==> config.mk <==
export PLATFORM = sky130hd
export DESIGN_NAME = cipher_stream_arbiter
export DESIGN_NICKNAME = d
export VERILOG_FILES = /design/src/rtl/cipher_stream_arbiter.sv
export SDC_FILE = /design/constraint.sdc
export NUM_CORES = 1
export LEC_CHECK = 0
export CORE_MARGIN = 2
export CORE_UTILIZATION = 40
export CTS_BUF_LIST = sky130_fd_sc_hd__clkbuf_4 sky130_fd_sc_hd__clkbuf_8
export CTS_CLUSTER_SIZE = 8
export DETAILED_ROUTE_END_ITERATION = 12
export SLEW_MARGIN = 20
export SYNTH_ARGS = -nofsm -noshare
export SYNTH_HDL_FRONTEND = slang
export SYNTH_SLANG_ARGS = --single-unit
==> constraint.sdc <==
create_clock -name clk -period 5.87 [get_ports clk]
set_clock_uncertainty 0.2 [all_clocks]
set_input_delay 1.174 -clock clk [delete_from_list [all_inputs] [get_ports clk]]
set_output_delay 1.174 -clock clk [all_outputs]
set_load 0.02 [all_outputs]
==> src/rtl/cipher_stream_arbiter.sv <==
// cipher_stream_arbiter: round-robin arbiter that shares one byte-wide
// key-addition cipher between an encrypt and a decrypt requester.
// Ports: clk, rst_n (async, active low); key_we/key_idx/key_data write
// the SEC_LEN-byte key while idle; enc_*/dec_* are valid/ready byte
// streams with last; out_* is the registered result stream (out_dir
// 0 = encrypt, 1 = decrypt); busy = message in progress; trunc pulses
// when a message is cut at MSG_LEN bytes without last.
module cipher_stream_arbiter #(
   parameter int MSG_LEN = 20,
   parameter int SEC_LEN = 3,
   localparam int KW = ($clog2(SEC_LEN) > 1) ? $clog2(SEC_LEN) : 1,
   localparam int BW = ($clog2(MSG_LEN) > 1) ? $clog2(MSG_LEN) : 1
) (
   input  logic          clk,
   input  logic          rst_n,
   input  logic          key_we,
   input  logic [KW-1:0] key_idx,
   input  logic [7:0]    key_data,
   input  logic          enc_valid,
   input  logic [7:0]    enc_data,
   input  logic          enc_last,
   output logic          enc_ready,
   input  logic          dec_valid,
   input  logic [7:0]    dec_data,
   input  logic          dec_last,
   output logic          dec_ready,
   output logic          out_valid,
   input  logic          out_ready,
   output logic [7:0]    out_data,
   output logic          out_last,
   output logic          out_dir,
   output logic          busy,
   output logic          trunc
);

   typedef enum logic [1:0] {
      ST_IDLE,
      ST_ENC,
      ST_DEC
   } state_e;

   state_e        state_q;
   logic          lg_dec_q;
   logic [KW-1:0] kidx_q;
   logic [KW-1:0] kidx_d;
   logic [BW-1:0] bcnt_q;
   logic [7:0]    key_q [SEC_LEN];
   logic          out_valid_q;
   logic [7:0]    out_data_q;
   logic          out_last_q;
   logic          out_dir_q;
   logic          trunc_q;

   logic       out_free;
   logic       is_dec;
   logic [7:0] in_data;
   logic       in_last;
   logic       accept;
   logic [7:0] key_b;
   logic [7:0] res;
   logic       msg_end;
   logic       grant_enc;

   // Output slot is free when empty or being drained this cycle.
   assign out_free  = !out_valid_q || out_ready;
   assign enc_ready = (state_q == ST_ENC) && out_free;
   assign dec_ready = (state_q == ST_DEC) && out_free;

   assign is_dec  = (state_q == ST_DEC);
   assign in_data = is_dec ? dec_data : enc_data;
   assign in_last = is_dec ? dec_last : enc_last;
   assign accept  = (enc_ready && enc_valid) || (dec_ready && dec_valid);

   assign key_b   = key_q[kidx_q];
   assign res     = is_dec ? (in_data - key_b) : (in_data + key_b);
   assign msg_end = in_last || (bcnt_q == BW'(MSG_LEN - 1));
   assign kidx_d  = (kidx_q == KW'(SEC_LEN - 1)) ? '0 : kidx_q + 1'b1;

   // Tie goes to the channel that was not served last.
   assign grant_enc = enc_valid && (!dec_valid || lg_dec_q);

   always_ff @(posedge clk or negedge rst_n) begin
      if (!rst_n) begin
         state_q     <= ST_IDLE;
         lg_dec_q    <= 1'b1;
         kidx_q      <= '0;
         bcnt_q      <= '0;
         out_valid_q <= 1'b0;
         out_data_q  <= '0;
         out_last_q  <= 1'b0;
         out_dir_q   <= 1'b0;
         trunc_q     <= 1'b0;
         for (int i = 0; i < SEC_LEN; i++) begin
            key_q[i] <= '0;
         end
      end else begin
         trunc_q <= 1'b0;
         if (out_valid_q && out_ready) begin
            out_valid_q <= 1'b0;
         end
         unique case (state_q)
            ST_IDLE: begin
               if (key_we && (int'(key_idx) < SEC_LEN)) begin
                  key_q[key_idx] <= key_data;
               end
               kidx_q <= '0;
               bcnt_q <= '0;
               if (enc_valid || dec_valid) begin
                  state_q <= grant_enc ? ST_ENC : ST_DEC;
               end
            end
            ST_ENC, ST_DEC: begin
               if (accept) begin
                  out_valid_q <= 1'b1;
                  out_data_q  <= res;
                  out_last_q  <= msg_end;
                  out_dir_q   <= is_dec;
                  kidx_q      <= kidx_d;
                  bcnt_q      <= bcnt_q + 1'b1;
                  if (msg_end) begin
                     state_q  <= ST_IDLE;
                     lg_dec_q <= is_dec;
                     trunc_q  <= !in_last;
                  end
               end
            end
            default: state_q <= ST_IDLE;
         endcase
      end
   end

   assign out_valid = out_valid_q;
   assign out_data  = out_data_q;
   assign out_last  = out_last_q;
   assign out_dir   = out_dir_q;
   assign busy      = (state_q != ST_IDLE);
   assign trunc     = trunc_q;

endmodule

==> results of run 1 <==
[worst paths after layout]
path                                       start                       to  slack, ns  depth (start not counted)
max                                    out_ready                enc_ready       1.98                          4
min                         out_last$_DFFE_PN0P_     out_last$_DFFE_PN0P_       0.28                          2
max reg2reg                kidx_q[1]$_DFFE_PN0P_  out_data[7]$_DFFE_PN0P_       2.01                         14
min reg2reg                 out_last$_DFFE_PN0P_     out_last$_DFFE_PN0P_       0.28                          2
max in group asynchronous                  rst_n  out_data[2]$_DFFE_PN0P_       4.41                          1
min in group asynchronous                  rst_n    key_q[16]$_DFFE_PN0P_       0.67                          1
[sequential cells by signal, summed over array words and instances (netlist names)]
name and count:
out_data 8, kidx_q 2, state_q 2, out_valid 1
trunc 1, lg_dec_q 1, out_dir 1, bcnt_q 5
out_last 1, key_q 24
[cell families (layout without fill, tap and decap cells)]
group,count (synthesis),after routing
xor gates and xnor gates,12,12
DFF,46,46
and+or+nand+nor,71,71
AOI/OAI and AO/OA,36,36
muxes,45,45
adders and majority gates,13,13
buffers and inverters,19,67
[per-layer routing]
| layer | vias to the layer above | global-route usage | wire length, µm |
|---|---|---|---|
| li1 | 941 | - | - |
| met1 | 869 | 0.215 | 2480 |
| met2 | 39 | 0.234 | 2290 |
| met3 | 5 | 0.0324 | 250 |
| met4 | 0 | 0.0346 | 42 |
| met5 | - | 0 | 0 |
[layout make-up]
class                      count  area, µm²  area share
clock inverter                 3       43.8      0.0135
inverter                      11       41.3      0.0127
timing repair buffer          48        478       0.147
multi-input combinational    177       1370       0.421
clock buffer                   5       68.8      0.0212
tap                           77       96.3      0.0297
sequential                    46       1150       0.355
[Yosys cell counts, drive strengths merged]
master   number
ha           12
o2111ai       1
mux2         33
a21oi         5
mux2i        12
clkbuf        4
buf           4
o21ai        12
a21boi        3
nand2        27
xnor2         5
and2          3
o31ai         3
a31oi         3
nand3         8
a2bb2oi       1
nor3          4
xnor3         1
o41ai         1
nand2b        4
xor2          6
dfstp         1
o211ai        1
fa            1
o2bb2ai       5
nor3b         2
dfrtp        45
a22oi         1
nand4b        1
inv          11
nor2         17
nand4         2
nor2b         3
[stage by stage]
stage                     total power, mW  setup WS [ns]  hold WS [ns]
after floorplan                      1.52           2.84         0.279
after global placement               1.80           1.97         0.262
after detailed placement             1.82           1.96         0.266
after CTS                            2.07           1.96         0.289
after global routing                 2.26           1.63         0.314
final                                2.04           1.98         0.280
[report_power, final]
| part | leakage, nW | switching (mW) | internal (mW) |
|---|---|---|---|
| Clock | 0.0585 | 0.115 | 0.128 |
| Sequential | 0.572 | 0.0898 | 0.459 |
| Combinational | 0.782 | 0.637 | 0.613 |
[placed cells by master (no fill, tap or decap), types with 8 or more instances in the layout]
master / synthesis / final
dfrtp_1: 45 / 45
clkdlybuf4s50_1: 0 / 47
inv_1: 11 / 11
nand3_1: 8 / 8
o21ai_0: 11 / 11
nor2_1: 17 / 17
ha_1: 12 / 12
nand2_1: 27 / 27
mux2_2: 33 / 33
mux2i_1: 12 / 12
[worst min-delay path, stage by stage, from the launching register on]
cell and delay [ns]:
dfrtp_1 0.35, nand2_1 0.05, nand2_1 0.05
==> impl_metrics.env, run 1 <==
export IMPL_status="complete, no violations"
export IMPL_ys_seq_area_frac=0.441
export IMPL_finalHoldViolations=0
export IMPL_critical_path_arrival_ns=2.52
export IMPL_timing_final_crit_share=0.663
export IMPL_required_ns=4.50
export IMPL_fillers=568
export IMPL_hp_class="register to register"
export IMPL_path_cells="clkdlybuf4s50_1 -> nand2b_1 -> and2_1 -> clkdlybuf4s50_1"
export IMPL_cpMostUsedCell="clkdlybuf4s50_1"
export IMPL_diodes=0
export IMPL_ys_warn_count=0
export IMPL_cp_slowest_stage_delay_ns=0.59
export IMPL_place_congestion=0.790
export IMPL_grt_pass1_wl_um=8730
export IMPL_ant_nets=0
export IMPL_p_per_area_mw_per_mm2=629
export IMPL_synth_top_area_frac=0.431
export IMPL_cpMaxStageDelayCell="clkdlybuf4s50_1"
export IMPL_coreArea_mm2=0.00631
export IMPL_syn_area_per_cell_um2=10.8
export IMPL_drv_slew=0
export IMPL_grt_max_degree=47
export IMPL_critPathKind="primary input to output pin"
export IMPL_fin_cells=367
export IMPL_synth_fp_nets=289
export IMPL_final_area_mm2=0.00325
export IMPL_fin_setup_tns_ns=0
export IMPL_root_buffer="clkbuf_8"
export IMPL_final_core_util=0.514
export IMPL_synthSimpleGateAreaFrac=0.128
export IMPL_antenna_found_initial=0
export IMPL_layout_nets=336
export IMPL_finalWirelength_um=5060
export IMPL_crit_path_max_fanout=4
export IMPL_htreeDepth=2
export IMPL_tightest_slew_ns=0.896
export IMPL_cts_setup_buffers=0
export IMPL_drive_gt1_frac=0.166
export IMPL_io_pins=49
export IMPL_die_width_um=84.8
export IMPL_drc=0
export IMPL_wl_per_cell_um=13.8
export IMPL_drv_cap=0
export IMPL_netlist_area_mm2=0.00261
export IMPL_drt_iter0_markers=50
export IMPL_placed_cell_area_mm2=0.00313
export IMPL_synth_top_family_by_area="multiplexers"
export IMPL_dr_total_vias=1854
export IMPL_dp_cells=359
export IMPL_relSlewSlack=0.401
export IMPL_num_rows=29
export IMPL_io_buffers=48
export IMPL_syn2layout_area_growth_pct=24.4
export IMPL_start_kind="primary input"
export IMPL_synth_cells=242
export IMPL_synth_adder_area_share=0.0652
export IMPL_max_freq_mhz=257
export IMPL_yosys_register_bits=46
export IMPL_cts_resized_gates=0
export IMPL_endpoint_kind="output pin"
export IMPL_peakVddDrop_uv=378
export IMPL_synth_xor_area_frac=0.0455
export IMPL_grt_ovfl_total=0
export IMPL_grt_pass1_vias=1862
export IMPL_synthTopCellsByArea="dfrtp_1 43%, mux2_2 14%, ha_1 5.7%"
export IMPL_track_usage=0.150
export IMPL_rsz0062_at_grt="no"
export IMPL_muxShareOfSynthArea=0.188
export IMPL_clk_insertion_delay_late_ns=0.30
export IMPL_numCtsBuffers=5
export IMPL_die_area_mm2=0.00719
export IMPL_critPathBufInv=2
export IMPL_synth_compound_area_frac=0.0968
export IMPL_clk_pin_slew_ns=0.09
export IMPL_cts_buffer_depth=2
export IMPL_cts_sinks=46
export IMPL_crit_family="buffers and inverters"
export IMPL_synth_cell_types=39
export IMPL_yosys_area_top_type="dfrtp_1"
export IMPL_hpwl_um=3770
export IMPL_setup_viol=0
export IMPL_first_pass_iters=4
export IMPL_tritoncts="done"
export IMPL_die_y_um=84.8
export IMPL_p_leak_nw=1.41
export IMPL_via_per_inst=5.05
export IMPL_initial_core_util=0.414
export IMPL_fin_crit_ns=3.89
export IMPL_hold_buffers=0
Note: power is estimated with default switching activity, not from simulation.
==> run 2: changes to the inputs <==
==> constraint.sdc (replaced) <==
create_clock -name clk -period 3.85 [get_ports clk]
set_clock_uncertainty 0.2 [all_clocks]
set_input_delay 0.77 -clock clk [delete_from_list [all_inputs] [get_ports clk]]
set_output_delay 0.77 -clock clk [all_outputs]
set_load 0.02 [all_outputs]
==> run 2 against run 1 <==
- clock-buffer cell count unchanged
- global-route usage up 0.76 points
- sequential share of layout area down 0.83 points
- die area unchanged
- wire length up 2.5%
- first-iteration DRC count up 52%
- worst hold slack worse by 0.017 ns
- combinational power up 59%
==> impl_metrics.env, run 2 (synthesis gave the netlist of run 1 again) <==
export IMPL_relSlewSlack=0.525
export IMPL_coreArea_mm2=0.00631
export IMPL_clk_pin_slew_ns=0.09
export IMPL_ff2ff_path_depth=14
export IMPL_grt_pass1_vias=1939
export IMPL_die_area_mm2=0.00719
export IMPL_grt_ovfl_total=0
export IMPL_fin_cells=374
export IMPL_dr_total_vias=1898
export IMPL_endpoint="out_data[7]$_DFFE_PN0P_"
export IMPL_cts_resized_gates=0
export IMPL_cts_setup_buffers=0
export IMPL_hpwl_um=4000
export IMPL_max_freq_mhz=301
export IMPL_endpoint_kind="register"
export IMPL_htreeDepth=2
export IMPL_fillers=588
export IMPL_cts_sinks=46
export IMPL_crit_start="kidx_q[1]$_DFFE_PN0P_"
export IMPL_clk_insertion_delay_late_ns=0.30
export IMPL_final_core_util=0.527
export IMPL_io_buffers=48
export IMPL_place_congestion=0.832
export IMPL_track_usage=0.158
export IMPL_crit_path_max_fanout=4
export IMPL_num_rows=29
export IMPL_via_per_inst=5.07
export IMPL_critical_path_arrival_ns=3.36
export IMPL_dp_cells=366
export IMPL_hold_slack_ns=0.263
export IMPL_final_cell_mix="47 x clkdlybuf4s50_1, 45 x dfrtp_1, 33 x mux2_2, 27 x nand2_1, 17 x nor2_1"
export IMPL_largest_reg_flops=24
export IMPL_layout_commonest_cell="clkdlybuf4s50_1"
export IMPL_drive_gt1_frac=0.185
export IMPL_rsz0062_at_grt="no"
export IMPL_numCtsBuffers=5
export IMPL_status="complete, no violations"
export IMPL_tightest_slew_ns=0.709
export IMPL_drt_iter0_markers=76
export IMPL_antenna_found_initial=0
export IMPL_setup_ws_ns=0.524
export IMPL_wl_per_cell_um=13.9
export IMPL_placed_cell_area_mm2=0.00319
export IMPL_ant_nets=0
export IMPL_fin_crit_ns=3.33
export IMPL_initial_core_util=0.414
export IMPL_hold_buffers=0
export IMPL_die_y_um=84.8
export IMPL_io_pins=49
export IMPL_r2r_start="kidx_q[1]$_DFFE_PN0P_"
export IMPL_p_leak_nw=1.46
export IMPL_final_area_mm2=0.00333
export IMPL_setup_viol=0
export IMPL_hp_class="primary input to async pin"
export IMPL_ff2ff_setup_slack_ns=0.52
export IMPL_tritoncts="done"
export IMPL_timing_final_crit_share=0.864
export IMPL_cts_buffer_depth=2
export IMPL_drv_cap=0
export IMPL_largest_register="key_q"
export IMPL_root_buffer="clkbuf_8"
export IMPL_diodes=0
export IMPL_p_per_area_mw_per_mm2=971
export IMPL_start_kind="register"
export IMPL_grt_pass1_wl_um=8980
export IMPL_finalHoldViolations=0
export IMPL_grt_max_degree=47
export IMPL_syn2layout_area_growth_pct=27.4
export IMPL_drc=0
export IMPL_post_place_ws_ns=0.495
export IMPL_layout_nets=343
export IMPL_peakVddDrop_uv=454
export IMPL_reg2reg_to="out_data[7]$_DFFE_PN0P_"
export IMPL_drv_slew=0
export IMPL_critPathKind="register to register"
export IMPL_totalPowerFinal_mw=3.23
export IMPL_required_ns=3.88
export IMPL_fin_setup_tns_ns=0
export IMPL_first_pass_iters=4
export IMPL_die_width_um=84.8
export IMPL_finalWirelength_um=5190
run 2: cell types whose count changed in the layout (fill, tap and decap cells not counted):
cell       delta
clkinv_4      +1
buf_4         +7
bufinv_16     +1
clkinv_2      -1
inv_6         -1
run 2: critical path: stages, from the launching register on:
cell and delay [ns]:
dfrtp_1 0.44, nor2b_1 0.32, o2bb2ai_1 0.23, inv_1 0.10, ha_1 0.29, nor2_1 0.04
a21oi_1 0.21, inv_1 0.07, ha_1 0.26, nor2b_1 0.15, o2111ai_1 0.17, nand3_1 0.11
o41ai_1 0.30, xnor3_1 0.27, o21ai_1 0.11
run 2: per-layer routing:
layer	track usage	up-vias	routed length, µm
met3	0.0413	2	230
met2	0.268	37	2510
met1	0.201	902	2420
met4	0.0390	0	22
li1	-	957	-
met5	0	-	0
run 2: where the power goes:
group	switching [mW]	internal (mW)	leakage, nW
logic	1.01	0.972	0.817
clock network	0.168	0.260	0.0683
registers	0.116	0.699	0.572
total	1.30	1.93	1.46
run 2: final cells by class:
type                    instances  area [µm²]  area share
clock buffers                   5        68.8      0.0207
clock inverters                 3        68.8      0.0207
inverters                      11        41.3      0.0124
multi-input cells             177        1370       0.411
flip-flops and latches         46        1150       0.347
well taps                      77        96.3      0.0290
repair buffers                 55         531       0.160
run 2: how the worst min path moves through the flow:
stage | depth (start not counted) | slack [ns] | end
2_1_floorplan | 0 | 0.27 | bcnt_q[0]$_DFFE_PN0P_
3_3_place_gp | 2 | 0.26 | out_data[4]$_DFFE_PN0P_
3_5_place_dp | 2 | 0.27 | out_dir$_DFFE_PN0P_
4_1_cts | 2 | 0.29 | out_dir$_DFFE_PN0P_
5_1_grt | 1 | 0.31 | bcnt_q[1]$_DFFE_PN0P_
6_report | 1 | 0.26 | bcnt_q[2]$_DFFE_PN0P_
